### src/rtl/sr_flag_bank.sv
// rtl/sr_flag_bank.sv - bank of N synchronous SR flags with conflict resolution and conflict counter
//
// Purpose:
//   Clocked replacement for a cross-coupled SR latch. Each of N channels holds
//   one flag. The flag is set by s, cleared by r, and resolved by MODE when
//   both are asserted. Inputs may be level- or rising-edge-sensitive (EDGE).
//   Conflict cycles are counted in a saturating counter.
//
// Parameters:
//   N      number of flag channels (1..32)
//   MODE   S=R=1 resolution: 0 set wins, 1 reset wins, 2 hold, 3 toggle
//   EDGE   0 level-sensitive s/r, 1 rising-edge-sensitive s/r
//   CNT_W  conflict counter width (>=1)
//
// Ports:
//   clk           rising-edge clock
//   rst_n         synchronous active-low reset
//   en            update enable; 0 freezes the flags
//   s, r          per-channel set / reset requests
//   clr_cnt       synchronous clear of the conflict counter
//   q, q_n        registered flag state and its registered complement
//   any_q         registered OR of the flag state
//   conflict      registered: some channel saw effective S=R=1 in the last enabled cycle
//   conflict_cnt  saturating count of conflict cycles

module sr_flag_bank #(
    parameter int N     = 8,
    parameter int MODE  = 0,
    parameter int EDGE  = 0,
    parameter int CNT_W = 4
) (
    input  logic             clk,
    input  logic             rst_n,
    input  logic             en,
    input  logic [N-1:0]     s,
    input  logic [N-1:0]     r,
    input  logic             clr_cnt,
    output logic [N-1:0]     q,
    output logic [N-1:0]     q_n,
    output logic             any_q,
    output logic             conflict,
    output logic [CNT_W-1:0] conflict_cnt
);

    generate
        if (N < 1 || N > 32 || MODE < 0 || MODE > 3 ||
            EDGE < 0 || EDGE > 1 || CNT_W < 1) begin : g_param_check
            $fatal(1, "sr_flag_bank: illegal parameter combination");
        end
    endgenerate

    logic [N-1:0]     q_q, q_d;
    logic [N-1:0]     q_n_q;
    logic             any_q_q;
    logic             conflict_q, conflict_d;
    logic [CNT_W-1:0] cnt_q, cnt_d;
    logic [N-1:0]     s_hist_q, r_hist_q;

    logic [N-1:0]     se, re;
    logic [N-1:0]     both;
    logic [N-1:0]     resolved;

    // Effective requests. In edge mode the history registers load every
    // non-reset cycle, independent of en, so edges seen while disabled are
    // consumed and not replayed later.
    generate
        if (EDGE == 1) begin : g_edge
            assign se = s & ~s_hist_q;
            assign re = r & ~r_hist_q;
        end else begin : g_level
            assign se = s;
            assign re = r;
        end
    endgenerate

    assign both = se & re;

    always_comb begin
        resolved = '0;
        unique case (MODE)
            0:       resolved = '1;
            1:       resolved = '0;
            2:       resolved = q_q;
            default: resolved = ~q_q;
        endcase
    end

    always_comb begin
        q_d        = q_q;
        conflict_d = 1'b0;
        cnt_d      = cnt_q;
        if (en) begin
            // Hold where idle, set/clear where exactly one request is present,
            // MODE-resolved value where both are present.
            q_d = (q_q & ~se & ~re) | (se & ~re) | (both & resolved);
            conflict_d = |both;
        end
        if (clr_cnt) begin
            cnt_d = '0;
        end else if (conflict_d && (cnt_q != {CNT_W{1'b1}})) begin
            cnt_d = cnt_q + CNT_W'(1);
        end
    end

    // q_n and any_q are derived from the next state, not from q_q, so they
    // change on the same edge as q and q_n is always the exact complement.
    always_ff @(posedge clk) begin
        if (!rst_n) begin
            q_q        <= '0;
            q_n_q      <= '1;
            any_q_q    <= 1'b0;
            conflict_q <= 1'b0;
            cnt_q      <= '0;
            s_hist_q   <= '0;
            r_hist_q   <= '0;
        end else begin
            q_q        <= q_d;
            q_n_q      <= ~q_d;
            any_q_q    <= |q_d;
            conflict_q <= conflict_d;
            cnt_q      <= cnt_d;
            s_hist_q   <= s;
            r_hist_q   <= r;
        end
    end

    assign q            = q_q;
    assign q_n          = q_n_q;
    assign any_q        = any_q_q;
    assign conflict     = conflict_q;
    assign conflict_cnt = cnt_q;

endmodule
### config.mk
export PLATFORM = sky130hd
export DESIGN_NAME = sr_flag_bank
export DESIGN_NICKNAME = d
export VERILOG_FILES = /design/src/rtl/sr_flag_bank.sv
export SDC_FILE = /design/constraint.sdc
export NUM_CORES = 1
export LEC_CHECK = 0
export ABC_AREA = 1
export ABC_CLOCK_PERIOD_IN_PS = 1000
export CORE_UTILIZATION = 35
export DETAILED_ROUTE_END_ITERATION = 16
export GPL_TIMING_DRIVEN = 0
export PLACE_DENSITY = 0.77
export SYNTH_ARGS = -nofsm -noshare
export SYNTH_HDL_FRONTEND = slang
export SYNTH_SLANG_ARGS = --single-unit
### constraint.sdc
create_clock -name clk -period 1 [get_ports clk]
set_input_delay 0.1 -clock clk [delete_from_list [all_inputs] [get_ports clk]]
set_output_delay 0.1 -clock clk [all_outputs]
set_load 0.01 [all_outputs]
==> impl_summary.log <==
[metrics] result of the run: finished, violations left
[metrics] failing checks: negative setup slack
[metrics] top cell type by total area after synthesis: sky130_fd_sc_hd__dfxtp_1
[metrics] initial core utilization: 38.1%
[metrics] Reg2Reg Capture Point: conflict_cnt[2]
[metrics] initial antenna violation count: 0
[metrics] slew of the pin with the lowest slew margin: 214 ps
[metrics] share of async-settable or async-resettable flops after synthesis: 0%
[metrics] Ant. Diodes: 0
[metrics] count of cells along the worst hold path: 2
[metrics] number of top-level design ports: 42
[metrics] first-iteration detailed-routing DRC count: 17
[metrics] global route overflow: 0
[metrics] largest cells by area after synthesis: sky130_fd_sc_hd__dfxtp_1 (51%), sky130_fd_sc_hd__nand2_1 (27%), sky130_fd_sc_hd__inv_1 (5.2%), sky130_fd_sc_hd__nor2_1 (4.4%), sky130_fd_sc_hd__nand4_1 (3.6%)
[metrics] Switching Fraction: 26.3%
[metrics] worst hold path class: in -> reg
[metrics] r2r worst-path depth: 5
[metrics] cts-stage hold buffer count: 0
[metrics] Synth Instances: 122
[metrics] Core Area: 0.00225 sq mm
[metrics] clock-pin slew reported for the worst setup and hold paths after clock tree synthesis: 130 ps
[metrics] total power per unit cell area: 1300 mW/mm^2
[metrics] fraction of the core area covered by cells at the end of the flow: 60.2%
[metrics] gr usage total: 18.3%
[metrics] critical path class: reg -> reg
[metrics] routed vias: 949
[metrics] proportion of netlist area held by the largest area contributor: 51.3%
[metrics] drt wl/cell: 11.5 microns
[metrics] critical path data required time: 1250 ps
[metrics] endpoint type of the worst setup path: register
[metrics] flop-to-flop setup slack: -10 ps
[metrics] Mapped Avg Cell Area: 7.04 sq um
[metrics] clk_skew: 9.93 ps
[metrics] power after layout: 0.00177 W
[metrics] row count: 17
[metrics] Worst Hold Endpoint: q_n[4]
[metrics] # DRC: 0
[metrics] weighted congestion at the end of routability-driven global placement: 0.748
[metrics] number of nets at the end of the flow: 196
[metrics] Area growth syn-to-layout: 58.2%
[metrics] setup-violating endpoint count in the final report: 3
[metrics] area enclosed by the die boundary: 0.00265 sq mm
[metrics] number of hold-slack violations in the final timing report: 0
[metrics] crit path max fanout: 5
[metrics] number of max-cap violations: 0
[metrics] clock buffer depth: 2
[metrics] clk sinks: 22
[metrics] Largest stage delay, worst path: 400 ps
[metrics] RSZ-0062 raised after global routing: true
[metrics] y dimension of the die: 51.5 microns
[metrics] least setup slack across all paths after layout: -9.81 ps
[metrics] most repeated library cell on the critical path: sky130_fd_sc_hd__nand3_4
[metrics] Clk network pwr share: 28.5%
[metrics] clock root cell: sky130_fd_sc_hd__clkbuf_4
[metrics] Critical R2R Launch: conflict_cnt[1]
[metrics] Achievable Freq: 990 MHz
[metrics] die boundary width: 51.5 microns
[metrics] WP data arrival: 1260 ps
[metrics] first-pass GRT wire length: 3660 microns
[metrics] count of flip-flops with a built-in enable after synthesis: 0
[metrics] number of iterations in the first detailed-routing pass: 4
[metrics] clock period minus final worst setup slack: 1010 ps
[metrics] number of synthesized register bits: 22
[metrics] final worst path period share: 101%
[metrics] critical path buffer and inverter count: 0
[metrics] largest family of logic cells by synthesized area: simple AND/OR/NAND/NOR gates
[metrics] cell with the largest stage delay on the worst path: sky130_fd_sc_hd__dfxtp_4
[metrics] detail-routed via count per cell: 4.70
[metrics] total cell area at the placement stage: 0.00132 sq mm
[metrics] Critical Path, Cell by Cell: ha_4, nand3_4, nand3_4, nand2_1, a21oi_1
[metrics] leakage dissipation: 0.718 nW
[metrics] commonest cells in the synthesized netlist: sky130_fd_sc_hd__nand2_1 (61), sky130_fd_sc_hd__dfxtp_1 (22), sky130_fd_sc_hd__inv_1 (12)
[metrics] Worst Min Path Start: rst_n
[metrics] Max H-tree Level: 1
[metrics] peak ir drop on the vdd network: 0.000750 V
[metrics] worst-case headroom to the max-slew limit: 85.7%
[metrics] Max Transition Viols Final: 0
[metrics] Flop pwr share: 53.3%
[metrics] unique cell type count in the Yosys netlist: 12
[metrics] Antenna Violating Nets Remaining: 0
[metrics] number of buffers inserted by port buffering: 40
[metrics] cell area after technology mapping: 858 sq um
[metrics] proportion of power drawn by combinational gates: 18.1%
[metrics] fraction of final layout cells with drive strength greater than 1: 31.0%
[metrics] share of cell area taken by muxes after synthesis: 0%
[metrics] XOR/XNOR Fraction of Synth Area: 1.02%
[metrics] element type at the critical path start: register
[metrics] warnings from Yosys: 0
[metrics] final instance area: 0.00136 sq mm
[metrics] estimated wirelength of the detail-placed design: 1660 microns
[metrics] source of the critical timing path: conflict_cnt[1]
[metrics] Compound-Gate Fraction of Synth Area: 1.75%
[metrics] Top FF cell, synth: sky130_fd_sc_hd__dfxtp_1
[metrics] most frequently used cell type in the post-synthesis netlist: sky130_fd_sc_hd__nand2_1
[metrics] adder and majority cell fraction of the synthesized area: 1.46%
[metrics] Internal Pwr Total: 0.00130 W
[metrics] Final Instance Count excl. Fillers: 202
[metrics] Simple-Gate Fraction of Synth Area: 37.2%
[metrics] NetSw: 0.000465 W
[metrics] number of buffers created by CTS: 3
[metrics] Routed Wire Length: 2330 microns
[metrics] syn nets: 143
[metrics] number of cells after detailed placement: 190
[metrics] number of inserted filler cells in the final layout: 225
[metrics] delay-heaviest family, CP: flip-flops
[metrics] Seq/Total Area, Yosys: 51.3%
[metrics] via count of the first global-routing pass: 887
[metrics] pin count of the biggest net entering global routing: 13
[metrics] worst slack after detailed placement: -417 ps
[metrics] CTS tree: yes
[metrics] later-pin clock latency in the skew report: 310 ps
-- repair_timing --
item / CTS / global route
resized for setup: 65 / 32
setup buffers: 3 / 4
pin swaps: 0 / 5
setup endpoints to repair: 27 / 24
gates cloned: 1 / 0
-- power by group through the flow --
| stage | registers, W | clock network (W) | logic [W] |
|---|---|---|---|
| floorplan | 0.000990 | 0 | 0.000114 |
| global placement | 0.000966 | 0 | 0.000332 |
| detailed placement | 0.000967 | 0 | 0.000340 |
| CTS | 0.000940 | 0.000506 | 0.000333 |
| global route | 0.000948 | 0.000558 | 0.000351 |
| finish | 0.000942 | 0.000504 | 0.000320 |
-- how the worst max path moves through the flow --
stage / end / slack, ps / cells after the start
after floorplan: conflict_cnt[0] / 10 / 6
after global placement: any_q / -390 / 8
after detailed placement: any_q / -420 / 8
after CTS: conflict_cnt[1] / -40 / 5
after global routing: conflict_cnt[0] / -70 / 6
final: conflict_cnt[2] / -10 / 5
-- registers in the layout, indices dropped and copies added, names as in the netlist --
name,count
q_n,8
conflict_cnt,4
any_q,1
q,8
conflict,1
-- metrics by stage --
step | hold WS [ps] | setup TNS, ps
global placement | 404 | -4020
finish | 70.9 | -20.8
CTS | 76.2 | -117
global route | 79.4 | -260
detailed placement | 408 | -4690
floorplan | 254 | 0
-- cell families after synthesis --
| family | after synthesis |
|---|---|
| simple gates | 80 |
| flops | 22 |
| buf+inv | 15 |
| compound gates | 3 |
| xor+xnor | 1 |
| fa+ha+maj | 1 |
-- final cells by class --
type	instances	area, sq um	share of cell area [%]
Buffer	3	21.3	1.57
Sequential cell	22	463	34.1
Timing Repair Buffer	48	354	26.1
Tap cell	28	35.0	2.58
Inverter	12	45.0	3.32
Multi-Input combinational cell	85	403	29.7
Clock buffer	4	36.3	2.67
-- metal layers --
layer  up-vias  share of wire [%]  global-route usage [%]
met5         -                  0                       0
met4         0                3.1                    9.46
met3        11                7.4                    4.68
met2        37                 48                    29.7
met1       423                 41                    22.2
li1        478                  -                       -
-- cell usage in the layout (no fill, tap or decap) --
cell and instances:
sky130_fd_sc_hd__dfxtp_1 10, sky130_fd_sc_hd__dfxtp_4 3, sky130_fd_sc_hd__nor2_1 10, sky130_fd_sc_hd__buf_4 8
sky130_fd_sc_hd__nand3_4 2, sky130_fd_sc_hd__dlygate4sd2_1 1, sky130_fd_sc_hd__xor2_1 1, sky130_fd_sc_hd__ha_4 1
sky130_fd_sc_hd__nand2_2 1, sky130_fd_sc_hd__nand3_1 1, sky130_fd_sc_hd__clkbuf_4 3, sky130_fd_sc_hd__clkdlybuf4s15_1 1
sky130_fd_sc_hd__and2_1 1, sky130_fd_sc_hd__clkbuf_2 10, sky130_fd_sc_hd__nand2_1 60, sky130_fd_sc_hd__dfxtp_2 9
sky130_fd_sc_hd__clkdlybuf4s50_1 17, sky130_fd_sc_hd__a21oi_1 1, sky130_fd_sc_hd__buf_6 1, sky130_fd_sc_hd__inv_1 12
sky130_fd_sc_hd__nand4_1 5, sky130_fd_sc_hd__clkbuf_8 1, sky130_fd_sc_hd__buf_2 13, sky130_fd_sc_hd__a21oi_2 2
No activity file was read; power rests on OpenSTA's default activity.
